$ cat config.mk
export PLATFORM = sky130hd
export DESIGN_NAME = fp_operand_loader_flat
export DESIGN_NICKNAME = d
export VERILOG_FILES = /design/src/rtl/fp_pkg.sv /design/src/rtl/fp_operand_loader_if.sv /design/src/rtl/rise_detect.sv /design/src/rtl/fp_operand_loader.sv /design/src/flat_wrapper.sv
export SDC_FILE = /design/constraint.sdc
export NUM_CORES = 1
export LEC_CHECK = 0
export CAP_MARGIN = 20
export CORE_AREA = 2 2 84 86
export CTS_BUF_LIST = sky130_fd_sc_hd__clkbuf_4 sky130_fd_sc_hd__clkbuf_8 sky130_fd_sc_hd__clkbuf_16
export DETAILED_ROUTE_END_ITERATION = 10
export DIE_AREA = 0 0 86 88
export PLACE_DENSITY = 0.78
export SLEW_MARGIN = 20
export SYNTH_ARGS = -nofsm -noshare
export SYNTH_HDL_FRONTEND = slang
export SYNTH_SLANG_ARGS = --single-unit
$ cat constraint.sdc
create_clock -name clk -period 2.1 [get_ports clk]
set_input_delay 0.42 -clock clk [delete_from_list [all_inputs] [get_ports clk]]
set_output_delay 0.42 -clock clk [all_outputs]
set_load 0.01 [all_outputs]
$ cat src/rtl/fp_pkg.sv
// Shared float32 view, entry constants and loader state encoding for the operand loader.
package fp_pkg;

    localparam int         NIBBLES = 8;
    localparam logic [7:0] EXP_MAX = 8'hFF;

    typedef struct packed {
        logic        sign;
        logic [7:0]  exp;
        logic [22:0] man;
    } float32_t;

    typedef enum logic [1:0] {
        LOAD_A = 2'd0,
        LOAD_B = 2'd1,
        VALID  = 2'd2
    } loader_state_e;

    // Inf/NaN, or a denormal that is not a plain zero.
    function automatic logic is_special(input float32_t f);
        return (f.exp == EXP_MAX) || ((f.exp == 8'h00) && (f.man != 23'h0));
    endfunction

endpackage

$ cat src/rtl/fp_operand_loader_if.sv
// Digit-entry inputs and operand-pair handshake between the switch front end and the FP adder.
interface fp_operand_loader_if;

    logic [3:0]  nibble;
    logic        enter;
    logic        clear;
    logic        out_ready;
    logic [31:0] op_a;
    logic [31:0] op_b;
    logic        out_valid;
    logic        exc;
    logic [2:0]  state_led;
    logic [2:0]  digit_idx;

    modport master (
        output nibble, enter, clear, out_ready,
        input  op_a, op_b, out_valid, exc, state_led, digit_idx
    );

    modport slave (
        input  nibble, enter, clear, out_ready,
        output op_a, op_b, out_valid, exc, state_led, digit_idx
    );

endinterface

$ cat src/rtl/rise_detect.sv
// Registered 0->1 detector: one pulse, one cycle after the level is first sampled high.
// No backpressure; only armed once the level has been sampled low after reset.
module rise_detect (
    input  logic clk,
    input  logic reset,
    input  logic level,
    output logic pulse
);

    logic prev_q;
    logic armed_q, armed_d;
    logic pulse_q, pulse_d;

    assign armed_d = armed_q | ~level;
    assign pulse_d = level & ~prev_q & armed_q;

    always_ff @(posedge clk or negedge reset) begin
        if (!reset) begin
            prev_q  <= 1'b0;
            armed_q <= 1'b0;
            pulse_q <= 1'b0;
        end else begin
            prev_q  <= level;
            armed_q <= armed_d;
            pulse_q <= pulse_d;
        end
    end

    assign pulse = pulse_q;

endmodule

$ cat src/rtl/fp_operand_loader.sv
// Collects two float32 operands as 8 hex digits each; out_valid one cycle after the 16th digit.
// Pair held stable with entry ignored until out_ready; clear aborts entry from any state.
module fp_operand_loader #(
    parameter int N       = 32,
    parameter int NIBBLES = 8
) (
    input logic               clk,
    input logic               reset,
    fp_operand_loader_if.slave bus
);

    import fp_pkg::*;

    logic          enter_evt;
    loader_state_e state_q, state_d;
    logic [N-1:0]  a_q, a_d;
    logic [N-1:0]  b_q, b_d;
    logic [2:0]    idx_q, idx_d;
    logic          out_valid_q, out_valid_d;
    logic          shift_a, shift_b;
    logic          last_digit;
    logic          transfer;
    logic [2:0]    led;

    rise_detect u_enter_rise (
        .clk   (clk),
        .reset (reset),
        .level (bus.enter),
        .pulse (enter_evt)
    );

    assign last_digit = (idx_q == 3'(NIBBLES - 1));
    assign transfer   = out_valid_q & bus.out_ready;

    always_ff @(posedge clk or negedge reset) begin
        if (!reset) begin
            state_q <= LOAD_A;
        end else begin
            state_q <= state_d;
        end
    end

    always_comb begin
        state_d = state_q;
        if (bus.clear) begin
            state_d = LOAD_A;
        end else begin
            case (state_q)
                LOAD_A:  if (enter_evt && last_digit) state_d = LOAD_B;
                LOAD_B:  if (enter_evt && last_digit) state_d = VALID;
                VALID:   if (transfer)                state_d = LOAD_A;
                default:                              state_d = LOAD_A;
            endcase
        end
    end

    // Enter events in VALID fall through here without enabling either shift.
    always_comb begin
        shift_a = 1'b0;
        shift_b = 1'b0;
        led     = 3'b001;
        case (state_q)
            LOAD_A: begin
                shift_a = enter_evt & ~bus.clear;
                led     = 3'b001;
            end
            LOAD_B: begin
                shift_b = enter_evt & ~bus.clear;
                led     = 3'b010;
            end
            VALID: begin
                led     = 3'b100;
            end
            default: begin
                led     = 3'b001;
            end
        endcase
    end

    always_comb begin
        a_d   = a_q;
        b_d   = b_q;
        idx_d = idx_q;
        if (bus.clear) begin
            a_d   = '0;
            b_d   = '0;
            idx_d = '0;
        end else if (shift_a) begin
            a_d   = {a_q[N-5:0], bus.nibble};
            idx_d = idx_q + 3'd1;
        end else if (shift_b) begin
            b_d   = {b_q[N-5:0], bus.nibble};
            idx_d = idx_q + 3'd1;
        end else if (transfer) begin
            idx_d = '0;
        end
    end

    assign out_valid_d = (state_d == VALID);

    // Operands are left in place after a transfer; the next digit overwrites them.
    always_ff @(posedge clk or negedge reset) begin
        if (!reset) begin
            a_q         <= '0;
            b_q         <= '0;
            idx_q       <= '0;
            out_valid_q <= 1'b0;
        end else begin
            a_q         <= a_d;
            b_q         <= b_d;
            idx_q       <= idx_d;
            out_valid_q <= out_valid_d;
        end
    end

    assign bus.op_a      = a_q;
    assign bus.op_b      = b_q;
    assign bus.out_valid = out_valid_q;
    assign bus.digit_idx = idx_q;
    assign bus.state_led = led;
    assign bus.exc       = out_valid_q &
                           (is_special(float32_t'(a_q)) | is_special(float32_t'(b_q)));

endmodule
$ cat src/flat_wrapper.sv
// flat-port wrapper written by rule: the top's interface ports become plain ports
module fp_operand_loader_flat import fp_pkg::*;
#(
    parameter int N       = 32,
    parameter int NIBBLES = 8
)
  (clk, reset, bus_nibble, bus_enter, bus_clear, bus_out_ready, bus_op_a, bus_op_b, bus_out_valid, bus_exc, bus_state_led, bus_digit_idx);
  fp_operand_loader_if bus_i ();
  input logic clk;
  input logic reset;
  input wire logic [$bits(bus_i.nibble)-1:0] bus_nibble;
  input wire logic [$bits(bus_i.enter)-1:0] bus_enter;
  input wire logic [$bits(bus_i.clear)-1:0] bus_clear;
  input wire logic [$bits(bus_i.out_ready)-1:0] bus_out_ready;
  output wire logic [$bits(bus_i.op_a)-1:0] bus_op_a;
  output wire logic [$bits(bus_i.op_b)-1:0] bus_op_b;
  output wire logic [$bits(bus_i.out_valid)-1:0] bus_out_valid;
  output wire logic [$bits(bus_i.exc)-1:0] bus_exc;
  output wire logic [$bits(bus_i.state_led)-1:0] bus_state_led;
  output wire logic [$bits(bus_i.digit_idx)-1:0] bus_digit_idx;
  assign bus_i.nibble = bus_nibble;
  assign bus_i.enter = bus_enter;
  assign bus_i.clear = bus_clear;
  assign bus_i.out_ready = bus_out_ready;
  assign bus_op_a = bus_i.op_a;
  assign bus_op_b = bus_i.op_b;
  assign bus_out_valid = bus_i.out_valid;
  assign bus_exc = bus_i.exc;
  assign bus_state_led = bus_i.state_led;
  assign bus_digit_idx = bus_i.digit_idx;
  fp_operand_loader #(.N(N), .NIBBLES(NIBBLES)) u_core (.clk(clk), .reset(reset), .bus(bus_i));
endmodule
==> impl_results.md, run 1 <==
- Final setup viols: 1
- FILL cells: around 460
- Asr flop ratio synth: 1.00
- CP Launch Type: flip-flop
- Worst-path cell chain: or4_4, a211oi_2, a2111oi_2, a21boi_1, buf_2
- CTS max path bufs: 2
- Power consumption: about 3.0 mW
- Critical path fanouts, max: 2
- P_leak: approximately 2.4 nW
- Clk Tree Root Cell: clkbuf_8
- RSZ-0062 raised after global routing: true
- Run status: finished with violations
- Synth-to-Final Area Change: 53.6%
- R2R depth: 6
- CP peak stage delay: approximately 0.55 ns
- # DRC: 0
- Die W: about 86 µm
- Crit path buf inv count: 1
- Final net count: 446
- Ranking of synthesized cells by area: dfrtp_1 (58%), a22o_1 (8.4%), nand2_1 (8.4%), nand3b_1 (7.7%), ha_1 (2.8%)
- Crit path required time: between 1.5 and 2 ns
- Mapped Cells: between 200 and 300
- Worst Path Arrival: between 1.5 and 2 ns
- CTS Buf Count: 9
- Final WL: 8710 µm
- First-pass GRT wire length: ~14000 µm
- Clk_skew: ~0.0095 ns
- Relative slew slack: 0.674
- Layout Utilization: 0.724
- Register area: 1830 µm²
- Top cell type's share of synthesized area: 0.583
- Share of cells above drive strength 1: 0.217
- Core ar.: ~6600 µm²
- Worst setup margin: -0.192 ns
- Clock Latency Late Sink: between 0.3 and 0.4 ns
- Placer Congestion: 0.804
- Post-synthesis instance area: around 3100 µm²
- Ys flop type: dfrtp_1
- Pwr Density: between 600 and 700 nW/µm²
- Post-synthesis sequential area ratio: 0.583
- Area after DPL: around 4500 µm²
- Starting density of the core: 0.472
- Sink Count: 73
- Stages on worst setup path: 5
- Post-Syn Nets: ~310
- Synth Register Bits: between 70 and 80
- Ys Warns: 0
- Final Hold Fails: 0
- Ant diodes: 0
- Remaining global-route overflow: 0
- Crit share post-route: 1.09
- TritonCTS clock tree: built
- GR Util All Layers: 0.239
- CP max-delay cell: or4_4
- DR vias: 2907
- IO buf count: 80
- Chip height: ~88 µm
- Finished Cell Area: 4810 µm²
- Min-Delay Path Class: input pin to async pin
- Antenna viol nets, final: 0
- Most frequent cells in the layout: clkdlybuf4s50_1 (77), dfrtp_1 (73), nand2_1 (70)
- Worst-Margin Slew: 0.490 ns
- Avg Cell Area, Syn: ~11 µm²
- DIE AREA: around 7600 µm²
- Max-cap viol count: 0
- Largest net degree at the start of global routing: 54
- Clock-pin slew on the worst setup and hold paths: 0.08 ns
- Vias per cell: 5.66
- Hold-fix buffers at CTS: 0
- HPWL after DPL: 5830 µm
- Peak Freq: roughly 440 MHz
- H-tree Lvls: 3
- Area occupied by multi-input gates: 1270 µm²
- Yosys top cell by area: dfrtp_1
- Distinct cells, synth: 31
- DRT iter0 DRCs: about 180
- Endpoint class of the critical path: output pin
- WS Path Type: flip-flop to output pin
- Slew Viols, Final: 0
- Num ports: approximately 80
- Count of flip-flops with a built-in enable after synthesis: 0
- Most frequent standard cell in the layout excluding fill and tap cells: clkdlybuf4s50_1
- First-pass DRT Iterations: 4
- Initial antenna violation count: 0
- Failing checks: setup timing
- Num rows: 30
- Routed len/inst: between 15 and 20 µm
- Top delay family on crit path: simple AND/OR/NAND/NOR gates
- Vias in the first global route: 2878
- Period minus WS final: around 2.3 ns
- Peak VDD IR: between 400 and 500 µV
-- where the power goes --
group | leakage, nW | switching [mW] | internal [mW]
clock network | 0.130 | 0.513 | 0.919
registers | 1.01 | 0.00672 | 1.41
logic | 1.23 | 0.0928 | 0.0681
-- worst paths after layout --
| check | from | to | slack, ns |
|---|---|---|---|
| worst max register to register | u_core.state_q[0] | u_core.bus.op_b[27] | 0.41 |
| worst min register to register | u_core.u_enter_rise.prev_q | u_core.u_enter_rise.pulse | 0.39 |
| max in group asynchronous | reset | u_core.bus.digit_idx[2] | 1.41 |
| min in group clk | u_core.u_enter_rise.prev_q | u_core.u_enter_rise.pulse | 0.39 |
| worst max-delay path | u_core.bus.op_b[23] | bus_exc | -0.19 |
| worst min-delay path | reset | u_core.bus.op_b[13] | 0.03 |
-- routing by layer --
metal / global-route usage / up-vias / wire [µm]
met5: 0 / - / 0
met4: 0.111 / 0 / 202
met3: 0.0377 / 22 / 428
met2: 0.389 / 114 / 4290
met1: 0.318 / 1452 / 3790
li1: - / 1319 / -
-- Yosys cell counts, drive strengths merged (2+ instances only) --
| cell type | n |
|---|---|
| nand2b | 2 |
| nand4 | 6 |
| inv | 4 |
| o21ai | 5 |
| nor3 | 2 |
| a211oi | 3 |
| ha | 7 |
| nand3b | 32 |
| nor4 | 12 |
| or4 | 2 |
| a21oi | 3 |
| buf | 11 |
| and2 | 2 |
| nand3 | 3 |
| dfrtp | 73 |
| a21boi | 4 |
| a22o | 32 |
| nor2 | 4 |
| nand2 | 70 |
| clkbuf | 7 |
-- cell families after synthesis --
logic type      after synthesis  share of synthesized area
simple gates                138                      0.230
fa+ha+maj                     7                     0.0280
compound gates               51                      0.129
buf+inv                      22                     0.0300
flops                        73                      0.583
-- cell type report --
type                    instances  area share
inverters                       4     0.00312
flip-flops and latches         73       0.380
repair buffers                146       0.278
clock inverters                 5      0.0268
well taps                      80      0.0208
clock buffers                  10      0.0273
multi-input cells             196       0.265
-- stage by stage --
step / hold slack (ns) / TNS, ns / cells / worst slack (ns)
4_1_cts: 0.0394 / -0.174 / 514 / -0.174
3_5_place_dp: 0.384 / -0.276 / 496 / -0.276
5_1_grt: 0.0689 / -0.252 / 514 / -0.252
2_1_floorplan: 0.124 / 0 / 291 / 0.193
6_report: 0.0345 / -0.192 / 514 / -0.192
3_3_place_gp: 0.383 / -0.224 / 496 / -0.224
-- what timing repair did --
action,in CTS,in global routing
pin swaps,5,1
buffers inserted,3,0
gates resized for setup,14,1
setup endpoints to repair,3,2
-- registers in the layout, indices dropped and copies added, names as in the netlist --
register	cells
u_core.bus.digit_idx	3
u_core.bus.op_a	32
u_core.bus.op_b	32
u_core.bus.out_valid	1
u_core.state_q	2
u_core.u_enter_rise.armed_q	1
u_core.u_enter_rise.prev_q	1
u_core.u_enter_rise.pulse	1
Power figures use the tool's default switching activity.
==> run 2, diff against run 1 <==
==> constraint.sdc (replaced) <==
create_clock -name clk -period 2.4 [get_ports clk]
set_input_delay 0.48 -clock clk [delete_from_list [all_inputs] [get_ports clk]]
set_output_delay 0.48 -clock clk [all_outputs]
set_load 0.01 [all_outputs]
==> run 2 against run 1 <==
  * The run still ends with setup timing left
  * Critical path depth unchanged
  * Clock skew about the same
  * Core utilization down 5.1 points
  * Via count down 8.7%
  * Combinational power down 23%
  * Cell count down 5.4%
  * Worst hold slack better by 0.099 ns
  * Clock power down 38%
  * Sequential power down 12%
  * Flip-flop and latch count unchanged
  * First-iteration DRC count down 20%
  * Cell area down 7.1%
==> impl_results.md, run 2 (synthesis results as in run 1) <==
- Core ar.: 6640 µm² (unchanged)
- Relative slew slack: 0.615 (-0.0588)
- Most frequent standard cell in the layout excluding fill and tap cells: clkdlybuf4s50_1
- Power consumption: 2.26 mW (-25%)
- Crit path required time: 1.92 ns (+0.24 ns)
- Clk_skew: 0.00976 ns (+0.000274 ns)
- P_leak: 2.17 nW (-8.5%)
- Most frequent cells in the layout: clkdlybuf4s50_1 (78), dfrtp_1 (73), nand2_1 (70)
- R2R depth: 6 (unchanged)
- Chip height: 88 µm (unchanged)
- Worst reg2reg path startpoint: u_core.state_q[0]
- First-pass GRT wire length: 13000 µm (-7.2%)
- Ant diodes: 0 (unchanged)
- Placer Congestion: 0.798 (-0.75%)
- Run status: finished with violations
- Critical path fanouts, max: 2 (unchanged)
- Clock-pin slew on the worst setup and hold paths: 0.07 ns (about the same)
- Final Hold Fails: 0 (unchanged)
- Die W: 86 µm (unchanged)
- Worst Path Arrival: 1.97 ns (+0.10 ns)
- Hold slack final: 0.134 ns (+0.0993 ns)
- RR Endpoint: u_core.bus.op_a[20]
- Antenna viol nets, final: 0 (unchanged)
- Starting density of the core: 0.472 (unchanged)
- DRT iter0 DRCs: 142 (-20%)
- Worst-path cell chain: or4_4, a211oi_2, a2111oi_2, a21boi_1, buf_2
- Top delay family on crit path: simple AND/OR/NAND/NOR gates
- Sink Count: 73 (unchanged)
- CP peak stage delay: 0.55 ns (about the same)
- DR vias: 2654 (-8.7%)
- Placed insts: 471 (-5.0%)
- IO buf count: 80 (unchanged)
- Remaining global-route overflow: 0 (unchanged)
- H-tree Lvls: 3 (unchanged)
- FF-to-FF setup slack: 0.63 ns (+0.22 ns)
- Endpoint class of the critical path: output pin
- Post-CTS Setup Bufs: 0 (-3)
- Share of cells above drive strength 1: 0.158 (-0.0590)
- Num rows: 30 (unchanged)
- Min-Delay Path Class: input pin to async pin
- Crit share post-route: 1.02
- TritonCTS clock tree: built
- CTS Buf Count: 9 (unchanged)
- Sequential share of power: 0.551 (+0.080)
- CTS max path bufs: 2 (unchanged)
- Final WL: 8050 µm (-7.6%)
- Routed len/inst: 16.6 µm (-2.3%)
- Synth-to-Final Area Change: 42.7%
- CP Launch Type: flip-flop
- Peak Freq: 408 MHz
- RSZ-0062 raised after global routing: true
- Failing checks: setup timing
- GR Util All Layers: 0.220 (-0.0191)
- First-pass DRT Iterations: 4 (unchanged)
- Worst-Margin Slew: 0.578 ns (+0.0883 ns)
- Clk Tree Root Cell: clkbuf_8
- WS Path Type: flip-flop to output pin
- # DRC: 0 (unchanged)
- CP max-delay cell: or4_4
- Worst setup margin: -0.0498 ns (+0.142 ns)
- Worst Setup SP: u_core.bus.op_b[26]
- Num ports: 81 (unchanged)
- Non-Filler Instances: 486 (-5.4%)
- Internal Pwr Total: 1.75 mW (-27%)
- Stages on worst setup path: 5 (unchanged)
- Pwr Density: 506 nW/µm² (-19%)
- Max-cap viol count: 0 (unchanged)
- Comb power frac: 0.055 (+0.002)
- Vias per cell: 5.46 (-3.4%)
- Vias in the first global route: 2575 (-11%)
- Sw frac: 0.226 (+0.0229)
- Psw: 0.512 mW (-16%)
- DIE AREA: 7570 µm² (unchanged)
- Crit path buf inv count: 1 (unchanged)
- Peak VDD IR: 270 µV (-43%)
- Largest net degree at the start of global routing: 50 (-7.4%)
- Period minus WS final: approximately 2.4 ns
- HPWL after DPL: 5540 µm (-5.0%)
- Slew Viols, Final: 0 (unchanged)
- Final setup viols: 1 (unchanged)
- Initial antenna violation count: 0 (unchanged)
- TNS Setup: -0.0498 ns (+0.142 ns)
- Clock Latency Late Sink: 0.34 ns (about the same)
- Final net count: 418 (-6.3%)
- Clk pwr share: 0.395 (-0.080)
-- run 2: cell types whose count changed in the layout (fill, tap and decap cells not counted), sizes merged --
cell           previous run  this run
clkinvlp                  0         1
clkdlybuf4s50            77        78
clkbuf                   10        13
buf                      68        40
bufinv                    4         0
dlygate4sd2               1         0
-- run 2: how the worst max path moves through the flow --
stage              end  slack, ns
2_1_floorplan  bus_exc       0.43
3_3_place_gp   bus_exc       0.03
3_5_place_dp   bus_exc      -0.12
4_1_cts        bus_exc      -0.03
5_1_grt        bus_exc      -0.13
6_report       bus_exc      -0.05
-- run 2: repair_timing --
item	in CTS	in global routing
hold buffers	0	0
pin swaps	3	0
gates resized for setup	10	1
endpoints found under the setup margin	1	1
-- run 2: stage by stage --
| stage | area, µm² | setup slack [ns] | util |
|---|---|---|---|
| after floorplan | 3130 | 0.433 | - |
| after CTS | 4460 | -0.0290 | 0.672 |
| final | 4470 | -0.0498 | 0.673 |
| after global routing | 4470 | -0.125 | 0.673 |
| after global placement | 4250 | 0.0273 | 0.640 |
| after detailed placement | 4250 | -0.116 | 0.640 |
-- run 2: routing by layer --
layer	routed length [µm]	vias to the layer above	GRT usage
met5	0	-	0
li1	-	1258	-
met1	3710	1315	0.299
met2	3900	70	0.354
met4	140	0	0.0952
met3	296	11	0.0330
-- run 2: final cells by class --
cell class	instances	area, µm²
multi-input combinational	196	1250
tap	80	100
clock inverter	2	12.5
inverter	4	15.0
sequential	73	1830
timing repair buffer	118	1090
fill	512	2170
clock buffer	13	173
-- run 2: power groups by stage --
stage          clock, mW  sequential (mW)  combinational [mW]
2_1_floorplan          0             1.27              0.0493
3_3_place_gp           0             1.27               0.125
3_5_place_dp           0             1.27               0.125
4_1_cts            0.904             1.25               0.126
5_1_grt            0.950             1.25               0.137
6_report           0.893             1.25               0.124
